<file path="src/rtl/alu_operand_stage_if.sv">
// alu_operand_stage_if: decoded-instruction input channel and registered
// operand output channel of the ALU operand stage.
// master = the operand stage itself, slave = surrounding pipeline.
interface alu_operand_stage_if #(
  parameter int unsigned DATA_WIDTH    = 64,
  parameter int unsigned ADDRESS_WIDTH = 6
);
  // input channel (decode -> operand stage)
  logic                     in_valid_i;
  logic                     in_ready_o;
  logic [ADDRESS_WIDTH-1:0] rs1_addr_i;
  logic [ADDRESS_WIDTH-1:0] rs2_addr_i;
  logic [DATA_WIDTH-1:0]    rs1_data_i;
  logic [DATA_WIDTH-1:0]    rs2_data_i;
  logic [DATA_WIDTH-1:0]    imm_i;
  logic                     use_imm_i;
  logic [3:0]               aluctrl_i;
  logic [ADDRESS_WIDTH-1:0] rd_addr_i;
  logic                     rd_wen_i;
  // output channel (operand stage -> ALU)
  logic                     out_ready_i;
  logic                     out_valid_o;
  logic [DATA_WIDTH-1:0]    alu_in1_o;
  logic [DATA_WIDTH-1:0]    alu_in2_o;
  logic [3:0]               aluctrl_o;
  logic [ADDRESS_WIDTH-1:0] rd_addr_o;
  logic                     rd_wen_o;

  modport master (
    input  in_valid_i, rs1_addr_i, rs2_addr_i, rs1_data_i, rs2_data_i,
           imm_i, use_imm_i, aluctrl_i, rd_addr_i, rd_wen_i, out_ready_i,
    output in_ready_o, out_valid_o, alu_in1_o, alu_in2_o, aluctrl_o,
           rd_addr_o, rd_wen_o
  );

  modport slave (
    output in_valid_i, rs1_addr_i, rs2_addr_i, rs1_data_i, rs2_data_i,
           imm_i, use_imm_i, aluctrl_i, rd_addr_i, rd_wen_i, out_ready_i,
    input  in_ready_o, out_valid_o, alu_in1_o, alu_in2_o, aluctrl_o,
           rd_addr_o, rd_wen_o
  );
endinterface

</file>
<file path="src/rtl/alu_operand_stage.sv">
// alu_operand_stage: selects ALU operands with EX/MEM and MEM/WB forwarding,
// stalls on load-use hazards and registers the result behind a valid/ready
// handshake with one cycle of latency.
// Optional: define OPERAND_STAGE_STALL_CNT_EN to enable the saturating
// load-use bubble counter on stall_cnt_o (tied to 0 otherwise).
module alu_operand_stage #(
  parameter int unsigned DATA_WIDTH    = 64,
  parameter int unsigned ADDRESS_WIDTH = 6
) (
  input  logic                     clock,
  input  logic                     reset,
  alu_operand_stage_if.master      bus,
  input  logic                     exmem_wen_i,
  input  logic                     exmem_load_i,
  input  logic [ADDRESS_WIDTH-1:0] exmem_rd_i,
  input  logic [DATA_WIDTH-1:0]    exmem_data_i,
  input  logic                     memwb_wen_i,
  input  logic [ADDRESS_WIDTH-1:0] memwb_rd_i,
  input  logic [DATA_WIDTH-1:0]    memwb_data_i,
  input  logic                     flush_i,
  output logic [15:0]              stall_cnt_o
);

  logic                     hazard;
  logic                     accept;
  logic [DATA_WIDTH-1:0]    fwd1;
  logic [DATA_WIDTH-1:0]    fwd2;
  logic [DATA_WIDTH-1:0]    opb;

  logic                     out_valid_q, out_valid_d;
  logic [DATA_WIDTH-1:0]    alu_in1_q,   alu_in1_d;
  logic [DATA_WIDTH-1:0]    alu_in2_q,   alu_in2_d;
  logic [3:0]               aluctrl_q,   aluctrl_d;
  logic [ADDRESS_WIDTH-1:0] rd_addr_q,   rd_addr_d;
  logic                     rd_wen_q,    rd_wen_d;

  // Load-use hazard: EX/MEM load result is needed but not yet available.
  always_comb begin
    hazard = exmem_wen_i & exmem_load_i &
             ((exmem_rd_i == bus.rs1_addr_i) |
              (!bus.use_imm_i & (exmem_rd_i == bus.rs2_addr_i)));
  end

  // The reset term only gates the visible ready; the flops are held in reset
  // anyway, so the internal accept does not need it.
  assign accept         = bus.in_valid_i & (!out_valid_q | bus.out_ready_i) & !hazard;
  assign bus.in_ready_o = (!out_valid_q | bus.out_ready_i) & !hazard & reset;

  // Operand selection: EX/MEM (non-load) beats MEM/WB beats register file.
  always_comb begin
    fwd1 = bus.rs1_data_i;
    if (exmem_wen_i & !exmem_load_i & (exmem_rd_i == bus.rs1_addr_i))
      fwd1 = exmem_data_i;
    else if (memwb_wen_i & (memwb_rd_i == bus.rs1_addr_i))
      fwd1 = memwb_data_i;

    fwd2 = bus.rs2_data_i;
    if (exmem_wen_i & !exmem_load_i & (exmem_rd_i == bus.rs2_addr_i))
      fwd2 = exmem_data_i;
    else if (memwb_wen_i & (memwb_rd_i == bus.rs2_addr_i))
      fwd2 = memwb_data_i;

    opb = bus.use_imm_i ? bus.imm_i : fwd2;
  end

  // Output register next state: flush, then accept, then drain to a bubble.
  always_comb begin
    out_valid_d = out_valid_q;
    alu_in1_d   = alu_in1_q;
    alu_in2_d   = alu_in2_q;
    aluctrl_d   = aluctrl_q;
    rd_addr_d   = rd_addr_q;
    rd_wen_d    = rd_wen_q;
    if (flush_i) begin
      out_valid_d = 1'b0;
      rd_wen_d    = 1'b0;
    end else if (accept) begin
      out_valid_d = 1'b1;
      alu_in1_d   = fwd1;
      alu_in2_d   = opb;
      aluctrl_d   = bus.aluctrl_i;
      rd_addr_d   = bus.rd_addr_i;
      rd_wen_d    = bus.rd_wen_i;
    end else if (bus.out_ready_i) begin
      out_valid_d = 1'b0;
      rd_wen_d    = 1'b0;
    end
  end

  // Output register; asynchronous reset drops any held instruction.
  always_ff @(posedge clock or negedge reset) begin
    if (!reset) begin
      out_valid_q <= 1'b0;
      alu_in1_q   <= '0;
      alu_in2_q   <= '0;
      aluctrl_q   <= '0;
      rd_addr_q   <= '0;
      rd_wen_q    <= 1'b0;
    end else begin
      out_valid_q <= out_valid_d;
      alu_in1_q   <= alu_in1_d;
      alu_in2_q   <= alu_in2_d;
      aluctrl_q   <= aluctrl_d;
      rd_addr_q   <= rd_addr_d;
      rd_wen_q    <= rd_wen_d;
    end
  end

  assign bus.out_valid_o = out_valid_q;
  assign bus.alu_in1_o   = alu_in1_q;
  assign bus.alu_in2_o   = alu_in2_q;
  assign bus.aluctrl_o   = aluctrl_q;
  assign bus.rd_addr_o   = rd_addr_q;
  assign bus.rd_wen_o    = rd_wen_q;

`ifdef OPERAND_STAGE_STALL_CNT_EN
  logic [15:0] stall_cnt_q;

  // Count cycles where a presented instruction is blocked by a load-use hazard.
  always_ff @(posedge clock or negedge reset) begin
    if (!reset)
      stall_cnt_q <= '0;
    else if (bus.in_valid_i & hazard & (stall_cnt_q != '1))
      stall_cnt_q <= stall_cnt_q + 16'd1;
  end

  assign stall_cnt_o = stall_cnt_q;
`else
  assign stall_cnt_o = '0;
`endif

endmodule

</file>
<file path="src/flat_wrapper.sv">
// flat-port wrapper written by rule: the top's interface ports become plain ports
module alu_operand_stage_flat 
#(
  parameter int unsigned DATA_WIDTH    = 64,
  parameter int unsigned ADDRESS_WIDTH = 6
)
  (clock, reset, exmem_wen_i, exmem_load_i, exmem_rd_i, exmem_data_i, memwb_wen_i, memwb_rd_i, memwb_data_i, flush_i, stall_cnt_o, bus_in_valid_i, bus_rs1_addr_i, bus_rs2_addr_i, bus_rs1_data_i, bus_rs2_data_i, bus_imm_i, bus_use_imm_i, bus_aluctrl_i, bus_rd_addr_i, bus_rd_wen_i, bus_out_ready_i, bus_in_ready_o, bus_out_valid_o, bus_alu_in1_o, bus_alu_in2_o, bus_aluctrl_o, bus_rd_addr_o, bus_rd_wen_o);
  alu_operand_stage_if #(.DATA_WIDTH(DATA_WIDTH), .ADDRESS_WIDTH(ADDRESS_WIDTH)) bus_i ();
  input  logic clock;
  input  logic reset;
  input  logic exmem_wen_i;
  input  logic exmem_load_i;
  input  logic [ADDRESS_WIDTH-1:0] exmem_rd_i;
  input  logic [DATA_WIDTH-1:0] exmem_data_i;
  input  logic memwb_wen_i;
  input  logic [ADDRESS_WIDTH-1:0] memwb_rd_i;
  input  logic [DATA_WIDTH-1:0] memwb_data_i;
  input  logic flush_i;
  output logic [15:0] stall_cnt_o;
  input wire logic [$bits(bus_i.in_valid_i)-1:0] bus_in_valid_i;
  input wire logic [$bits(bus_i.rs1_addr_i)-1:0] bus_rs1_addr_i;
  input wire logic [$bits(bus_i.rs2_addr_i)-1:0] bus_rs2_addr_i;
  input wire logic [$bits(bus_i.rs1_data_i)-1:0] bus_rs1_data_i;
  input wire logic [$bits(bus_i.rs2_data_i)-1:0] bus_rs2_data_i;
  input wire logic [$bits(bus_i.imm_i)-1:0] bus_imm_i;
  input wire logic [$bits(bus_i.use_imm_i)-1:0] bus_use_imm_i;
  input wire logic [$bits(bus_i.aluctrl_i)-1:0] bus_aluctrl_i;
  input wire logic [$bits(bus_i.rd_addr_i)-1:0] bus_rd_addr_i;
  input wire logic [$bits(bus_i.rd_wen_i)-1:0] bus_rd_wen_i;
  input wire logic [$bits(bus_i.out_ready_i)-1:0] bus_out_ready_i;
  output wire logic [$bits(bus_i.in_ready_o)-1:0] bus_in_ready_o;
  output wire logic [$bits(bus_i.out_valid_o)-1:0] bus_out_valid_o;
  output wire logic [$bits(bus_i.alu_in1_o)-1:0] bus_alu_in1_o;
  output wire logic [$bits(bus_i.alu_in2_o)-1:0] bus_alu_in2_o;
  output wire logic [$bits(bus_i.aluctrl_o)-1:0] bus_aluctrl_o;
  output wire logic [$bits(bus_i.rd_addr_o)-1:0] bus_rd_addr_o;
  output wire logic [$bits(bus_i.rd_wen_o)-1:0] bus_rd_wen_o;
  assign bus_i.in_valid_i = bus_in_valid_i;
  assign bus_i.rs1_addr_i = bus_rs1_addr_i;
  assign bus_i.rs2_addr_i = bus_rs2_addr_i;
  assign bus_i.rs1_data_i = bus_rs1_data_i;
  assign bus_i.rs2_data_i = bus_rs2_data_i;
  assign bus_i.imm_i = bus_imm_i;
  assign bus_i.use_imm_i = bus_use_imm_i;
  assign bus_i.aluctrl_i = bus_aluctrl_i;
  assign bus_i.rd_addr_i = bus_rd_addr_i;
  assign bus_i.rd_wen_i = bus_rd_wen_i;
  assign bus_i.out_ready_i = bus_out_ready_i;
  assign bus_in_ready_o = bus_i.in_ready_o;
  assign bus_out_valid_o = bus_i.out_valid_o;
  assign bus_alu_in1_o = bus_i.alu_in1_o;
  assign bus_alu_in2_o = bus_i.alu_in2_o;
  assign bus_aluctrl_o = bus_i.aluctrl_o;
  assign bus_rd_addr_o = bus_i.rd_addr_o;
  assign bus_rd_wen_o = bus_i.rd_wen_o;
  alu_operand_stage #(.DATA_WIDTH(DATA_WIDTH), .ADDRESS_WIDTH(ADDRESS_WIDTH)) u_core (.clock(clock), .reset(reset), .bus(bus_i), .exmem_wen_i(exmem_wen_i), .exmem_load_i(exmem_load_i), .exmem_rd_i(exmem_rd_i), .exmem_data_i(exmem_data_i), .memwb_wen_i(memwb_wen_i), .memwb_rd_i(memwb_rd_i), .memwb_data_i(memwb_data_i), .flush_i(flush_i), .stall_cnt_o(stall_cnt_o));
endmodule
</file>
<file path="config.mk">
export PLATFORM = sky130hd
export DESIGN_NAME = alu_operand_stage_flat
export DESIGN_NICKNAME = d
export VERILOG_FILES = /design/src/rtl/alu_operand_stage_if.sv /design/src/rtl/alu_operand_stage.sv /design/src/flat_wrapper.sv
export SDC_FILE = /design/constraint.sdc
export NUM_CORES = 1
export LEC_CHECK = 0
export ABC_AREA = 1
export CORE_AREA = 2 2 202 204
export DETAILED_ROUTE_END_ITERATION = 10
export DIE_AREA = 0 0 204 206
export MAX_ROUTING_LAYER = met4
export PLACE_DENSITY = 0.65
export SYNTH_ARGS = -nofsm -noshare
export SYNTH_HDL_FRONTEND = slang
export SYNTH_SLANG_ARGS = --single-unit
</file>
<file path="constraint.sdc">
create_clock -name clock -period 2.6 [get_ports clock]
set_clock_uncertainty 0.05 [all_clocks]
set_input_delay 0.26 -clock clock [delete_from_list [all_inputs] [get_ports clock]]
set_output_delay 0.26 -clock clock [all_outputs]
set_load 0.005 [all_outputs]
</file>
* Yosys cells after proc, flatten, opt, wreduce, memory -nomap -nowiden
Index checks and enable logic that the tools add are counted.
** Cells by class
- Equality and inequality tests :: 4
- Mux-type cells :: 10
- Bitwise gates (word level) :: 15
- Reductions and logical operators :: 6
** Operator list (number)
- 64-bit two-way mux :: 5
- 6-bit == test :: 4
- 1-bit bitwise AND :: 12
- 1-bit two-way mux :: 5
- 1-bit zero test :: 4
- 3-bit nonzero test :: 1
- 1-bit OR :: 2
- 2-bit AND reduction :: 1
- 1-bit NOT :: 1
** Storage, ports and cells
- Bits in registers :: 140
- Output and inout bits :: 157

* Logic depth before layout (Yosys ltp)
Gate-level depths: netlist of run 1.
- Depth after elaboration :: 8
- Mapped depth :: 13
- Depth with buffers taken out :: 12

* Least setup slack after synthesis of run 1
No wires, ideal clock.
- Path type :: in2reg
- Start point :: in bus_rs2_addr_i[2]
- End point :: reg u_core.alu_in2_q[52], in the netlist u_core.bus.alu_in2_o[52]
- Arrival :: 1.368 ns
- Path slack :: 1.065 ns
- Stages on the path :: 9
- Cell sequence :: xor2_1 -> nor2_1 -> buf_2 -> buf_1 -> nand4_1 -> nand3_1 -> nand2_1 -> nand2_1 -> nand2_1
** Between the ends
- Word-level cells in the longest chain between the ends :: 7
- Elaborated cells on any way between the ends :: 13
- Classes of those cells :: eq/ne (2); mux (3); bitwise (6); reduce/logical (2)
** Ends and longest elaborated chain
- start, declared :: line flat_wrapper.sv:22 : input wire logic [$bits(bus_i.rs2_addr_i)-1:0] bus_rs2_addr_i;
- 6-bit == test :: line alu_operand_stage.sv:41, alu_operand_stage.sv:58
- 1-bit bitwise AND :: line alu_operand_stage.sv:41 : (!bus.use_imm_i & (exmem_rd_i == bus.rs2_addr_i)));
- 1-bit OR :: line alu_operand_stage.sv:40 : ((exmem_rd_i == bus.rs1_addr_i) |
- 1-bit bitwise AND :: line alu_operand_stage.sv:39 : hazard = exmem_wen_i & exmem_load_i &
- 1-bit zero test :: line alu_operand_stage.sv:46 : assign accept = bus.in_valid_i & (!out_valid_q | bus.out_ready_i) & !hazard;
- 1-bit bitwise AND :: line alu_operand_stage.sv:46
- 2-bit AND reduction (no source line)
- end signal, assigned :: line alu_operand_stage.sv:102 : alu_in2_q <= alu_in2_d;
- end, declared :: line alu_operand_stage.sv:32 : logic [DATA_WIDTH-1:0] alu_in2_q, alu_in2_d;
Parallel ways exist; a longest one is shown, timed or not.
A chain may end at the register's enable or synchronous reset.

* Worst setup path after layout of run 1
- Start point :: in bus_rs2_addr_i[4]
- End point :: out bus_in_ready_o
** Between the ends
- Word-level cells in the longest chain between the ends :: 7
** Ends and longest elaborated chain
- 6-bit == test :: line alu_operand_stage.sv:41
- 1-bit bitwise AND :: line alu_operand_stage.sv:41
- 1-bit OR :: line alu_operand_stage.sv:40
- 1-bit bitwise AND :: line alu_operand_stage.sv:39
- 1-bit zero test :: line alu_operand_stage.sv:47 : assign bus.in_ready_o = (!out_valid_q | bus.out_ready_i) & !hazard & reset;
- 1-bit bitwise AND (2 in a row) :: line alu_operand_stage.sv:47
- end, declared :: line flat_wrapper.sv:31 : output wire logic [$bits(bus_i.in_ready_o)-1:0] bus_in_ready_o;
No other way between the ends.

==> results of run 1 <==
## final timing paths
kind	endpoint	slack [ns]
max	bus_in_ready_o	0.19
min	u_core.bus.aluctrl_o[2]	0.29
max reg2reg	u_core.bus.alu_in1_o[45]	0.67
min reg2reg	u_core.bus.alu_in1_o[18]	0.43
max in group asynchronous	u_core.bus.alu_in1_o[4]	1.40
min in group asynchronous	u_core.bus.alu_in1_o[47]	0.48
## layer usage
layer / share of wire / vias to the layer above / track usage
li1: - / 6448 / -
met1: 0.39 / 6431 / 0.3123
met2: 0.49 / 801 / 0.4363
met3: 0.089 / 126 / 0.05692
met4: 0.030 / 0 / 0.09550
met5: 0 / - / -
## cell type report
cell class	instances	area [um2]
sequential	140	3503
antenna	2	5.005
clock inverter	14	137.6
clock buffer	18	439.2
timing repair buffer	546	5684
inverter	159	599.3
multi-input combinational	1297	6025
tap	532	665.6
fill	4173	23120
## stage by stage
step	cell area, um2	std cells	total power, mW	utilization	setup WS, ns
2_1_floorplan	10970	1754	3.731	-	1.065
3_3_place_gp	16470	2673	5.547	0.4098	0.1259
3_5_place_dp	16470	2673	5.557	0.4098	0.1022
4_1_cts	17050	2706	8.113	0.4244	0.1902
5_1_grt	17060	2708	8.446	0.4245	0.03940
6_report	17060	2708	8.032	0.4245	0.1857
## where the power goes
group,leakage (nW),internal [mW],switching [mW]
clock network,0.271,1.36,1.13
registers,1.75,2.52,0.215
logic,6.27,1.48,1.32
## sequential cells by signal (all words and copies together) (netlist names)
| name | flops |
|---|---|
| u_core.bus.rd_addr_o | 6 |
| u_core.bus.rd_wen_o | 1 |
| u_core.bus.alu_in1_o | 64 |
| u_core.bus.aluctrl_o | 4 |
| u_core.bus.alu_in2_o | 64 |
| u_core.bus.out_valid_o | 1 |
## cells in the final DEF, fill, tap and decap left out, types with 2 or more instances in the layout
cell and instances:
nand2_1 728, clkdlybuf4s50_1 502, nand3_1 257, inv_1 151, dfrtp_1 140, nand4_1 132
o21ai_0 68, nand3b_1 64, buf_12 26, clkbuf_16 17, conb_1 16, buf_4 15
xor2_1 5, nor2_4 5, inv_2 5, nor2_1 4, clkinv_4 4, clkinvlp_4 4
a21oi_1 3, nand3_4 3, inv_6 3, diode_2 2, nand2_2 2, clkinv_1 2
nor3_2 2
## cells by family (layout without fill, tap and decap cells)
family          Yosys count  count (layout)  share of synthesized area
flops                   140             140                     0.3211
compound gates           74              74                    0.03474
simple gates           1202            1202                     0.4991
buf+inv                 317             737                     0.1407
other cells               1              18                  0.0003437
xor+xnor                  5               5                   0.004013
## tightest hold or removal path, cell delays in order
cell             delay, ns
clkdlybuf4s50_1       0.39
nand2_1               0.07
nand2_1               0.04
==> results.cfg, run 1 <==
[worst_setup_path]
crit_chain = clkdlybuf4s50_1 -> inv_2 -> nand2_1 -> nand2_1 -> nor2_1 -> nand4_1 -> nand2_1 -> nand2_2 -> and3_1 -> clkdlybuf4s50_1
path_depth = 10
critPathKind = in -> out
arrival_ns = 2.10
cp_common_cell = nand2_1
crit_path_start_kind = input port
cp_max_fo = 4
startpoint = bus_rs2_addr_i[4]
regToRegStartpoint = u_core.bus.out_valid_o
critPathMaxStageDelay_ns = 0.56
worstSetupEndpointType = output pin
cp.required_ns = 2.29
cp_top_family = buffers and inverters
r2r_cells = 6
cp_slowest_cell = clkdlybuf4s50_1
crit_buf_inv = 3

[timing]
clock.fmax_mhz = 414.2
hold_viol = 0
hold_ws_ns = 0.2944
finalSetupTns_ns = 0
tightest_slew_ns = 0.9213
slew_headroom = 0.3858
grt_setup_unrepaired = no
finalCritPeriodShare = 0.9286
final-setup-viol-count = 0
slew_violations = 0
min_period_ns = 2.414

[clock_network]
path_clk_slew_ns = 0.07
tritoncts = yes
holdBufCountCts = 1
cts_root_buffer = clkbuf_16
cts.sinks = 140
cts_repair_resize_count = 0
clk_latency_ns = 0.44
htree_num_levels = 4
cts_buffer_depth = 2
cts_buffers = 17
cts_setup_buffers = 0

[finish]
layout-drive-gt1-share = 0.04462
area_growth_pct = 56.34
nets = 2525

[floorplanning]
initial_core_util = 0.2715
die_w_um = 204
pin_count = 521
dieArea_um2 = 42020
dieHeight_um = 206
core-area_um2 = 40180
row_count = 74

[detailed_routing]
finalWirelength_um = 54830
vias_per_cell = 5.098
firstDrtPassIters = 6
drc = 0
wl_per_cell_um = 20.25
drtAntennaViolNets = 0
vias = 13806
drt_iter0_markers = 1231

[logic_synthesis]
seq_area_frac_synth = 0.3211
yosys.area.top_type_share = 0.3211
yosys-top-cells-count = 730 x nand2_1, 259 x nand3_1, 152 x inv_1, 140 x dfrtp_1, 132 x nand4_1
yosysWarnings = 0
ys_top_cells_by_area = dfrtp_1 32%, nand2_1 25%, nand3_1 12%, nand4_1 7.6%, inv_1 5.2%
netlist_area_um2 = 10910
syn_avg_cell_area_um2 = 6.275
synth_flop_cell = dfrtp_1
yosysUniqueCellTypes = 30
synth_edf_count = 0
synthArstFlopShare = 1.000
synth_seq_cells = 140
synth_cells = 1739
yosysMostFrequentCell = nand2_1
yosysTopAreaCell = dfrtp_1

[min_path]
hold_path_depth = 3
hp-start = bus_aluctrl_i[2]
hold_path_class = in -> reg

[global_routing]
grt_usage = 0.2622
grt-ovfl-total = 0
grt_pass1_wl_um = 81730
antenna_found_initial = 2
grt_max_degree = 141
grt_pass1_vias = 13772

[place]
port_buffers = 504
gp_congestion = 0.9655
hpwl_um = 37670

[pwr]
vdd.ir_drop.worst_v = 0.0003876
powerDensity_nw_per_um2 = 470.8
leakage_nw = 8.292

[run_status]
status = finished, final reports clean

[flow_run]
drv_cap = 0
Power figures use the tool's default switching activity.
==> run 2, diff against run 1 <==
Settings changed: PLACE_DENSITY 0.65 to 0.67, SETUP_SLACK_MARGIN from default to 0.3.
Clock period 2.6 ns to 2.07 ns, I/O delays scaled along.
==> results.cfg, run 2 (same netlist as run 1, synthesis figures left out) <==
[detailed_routing]
vias_per_cell = 5.071
finalWirelength_um = 56770
drt_iter0_markers = 1095
drtAntennaViolNets = 0
wl_per_cell_um = 20.27
vias = 14199
drc = 0
firstDrtPassIters = 5

[floorplanning]
dieHeight_um = 206
pin_count = 521
initial_core_util = 0.2715
dieArea_um2 = 42020
row_count = 74
core-area_um2 = 40180
die_w_um = 204

[min_path]
hp-start = bus_aluctrl_i[0]
hold_end = u_core.bus.aluctrl_o[0]
hold_path_class = in -> reg
hold_path_depth = 3

[worst_setup_path]
cp.required_ns = 1.81
worstSetupEndpointType = output pin
crit_chain = dlygate4sd2_1 -> or2_1 -> a21oi_4 -> nand2_1 -> nand2_1 -> nand2_2 -> and3_1 -> dlygate4sd2_1
cp_top_family = simple AND/OR/NAND/NOR gates
r2r_setup_slack_ns = 0.44
r2r_cells = 7
cp_max_fo = 3
critPathMaxStageDelay_ns = 0.26
cp_slowest_cell = dlygate4sd2_1
crit_path_start_kind = input port
reg2reg_to = u_core.bus.alu_in1_o[35]
arrival_ns = 1.48
regToRegStartpoint = u_core.bus.out_valid_o
critPathKind = in -> out
crit_buf_inv = 2

[pwr]
p_total_mw = 10.45
switching_share = 0.3282
internal-power_mw = 7.020
powerDensity_nw_per_um2 = 576.8
clkPwrFrac = 0.314
p_sw_mw = 3.430
vdd.ir_drop.worst_v = 0.0004923
leakage_nw = 8.993
p_seq_frac = 0.329
combPwrFrac = 0.357

[finish]
stdcell_area_um2 = 18110
area_growth_pct = 66.01
final_cell_mix = 724 x nand2_1, 474 x clkdlybuf4s50_1, 246 x nand3_1, 147 x inv_1, 140 x dfrtp_1
layout_commonest_cell = nand2_1
post-route-util = 0.4508
layout-drive-gt1-share = 0.09673
nets = 2615
stdcell_count = 2800

[timing]
timing.final.ws_setup_ns = 0.3308
tightest_slew_ns = 0.9012
hold_ws_ns = 0.2343
slew_headroom = 0.3992
final-setup-viol-count = 0
grt_setup_unrepaired = no
hold_viol = 0
clock.fmax_mhz = 575.0
slew_violations = 0
min_period_ns = 1.739
finalCritPeriodShare = 0.8402
finalSetupTns_ns = 0

[clock_network]
cts.sinks = 140
cts_root_buffer = clkbuf_16
cts_buffers = 17
htree_num_levels = 4
path_clk_slew_ns = 0.07
cts_buffer_depth = 2
clk_latency_ns = 0.45
tritoncts = yes

[global_routing]
antenna_found_initial = 3
grt_pass1_wl_um = 82090
grt_util_met1 = 0.3139
grt_max_degree = 141
grtUsageMet3 = 0.04762
met2_usage = 0.4276
grt_pass1_vias = 14349
top_usage_layer = met2
grt-ovfl-total = 0
grt_usage = 0.2629

[place]
gp_congestion = 0.9924
dp.cells = 2738
port_buffers = 504
pre_cts_slack_ns = -0.2429
dpl_cell_area_um2 = 17140
hpwl_um = 40270

[run_status]
status = finished, final reports clean

[flow_run]
drv_cap = 0
==> run 2: cell count changes in the layout (fill, tap and decap cells not counted), sizes merged, moves of 5 or more <==
cell / change
dlymetal6s2s: +8
clkbuf: +13
clkdlybuf4s15: +5
buf: +86
dlygate4sd2: +7
clkdlybuf4s50: -28
==> run 2: worst max path at each step <==
stage                     slack [ns]         startpoint                        to  cells past startpoint
after floorplan                 0.59  bus_rs2_addr_i[2]  u_core.bus.alu_in2_o[52]                      9
after global placement         -0.24  bus_rs2_addr_i[4]            bus_in_ready_o                     10
after detailed placement       -0.24  bus_rs2_addr_i[4]            bus_in_ready_o                     10
after CTS                       0.29  bus_rs1_addr_i[3]            bus_in_ready_o                      8
after global routing            0.29  bus_rs2_addr_i[1]            bus_in_ready_o                     10
final                           0.33  bus_rs1_addr_i[3]            bus_in_ready_o                      8
==> run 2: power groups by stage <==
stage	sequential (mW)	combinational [mW]	clock (mW)
6_report	3.44	3.73	3.28
3_5_place_dp	3.47	3.63	0
4_1_cts	3.43	3.65	3.35
3_3_place_gp	3.47	3.60	0
5_1_grt	3.48	4.02	3.48
2_1_floorplan	3.48	1.21	0
==> run 2: metal layers <==
layer	up-vias	wire length, um
met5	-	0
met4	0	2521
met3	147	4547
met2	801	26920
met1	6620	22780
li1	6631	-
==> run 2: layout make-up <==
type                       count  area (um2)
clock buffer                  19       442.9
multi-input combinational   1297        6120
tap                          532       665.6
inverter                     159       599.3
timing repair buffer         636        6618
sequential                   140        3503
fill                        4131       22070
clock inverter                13       156.4
antenna                        4       10.01
==> run 2: worst register-to-register path: stages, from the launching register on <==
cell,delay (ns)
dfrtp_1,0.40
a21boi_0,0.19
buf_4,0.16
nand3_4,0.11
inv_4,0.26
buf_4,0.26
nand2_1,0.07
nand2_1,0.07
==> run 2: what timing repair did <==
item	4_1_cts	5_1_grt
resized for setup	27	56
setup buffers	2	18
hold buffers	1	0
hold endpoints to repair	140	0
pin swaps	7	17
gates cloned	0	5
setup endpoints to repair	30	119
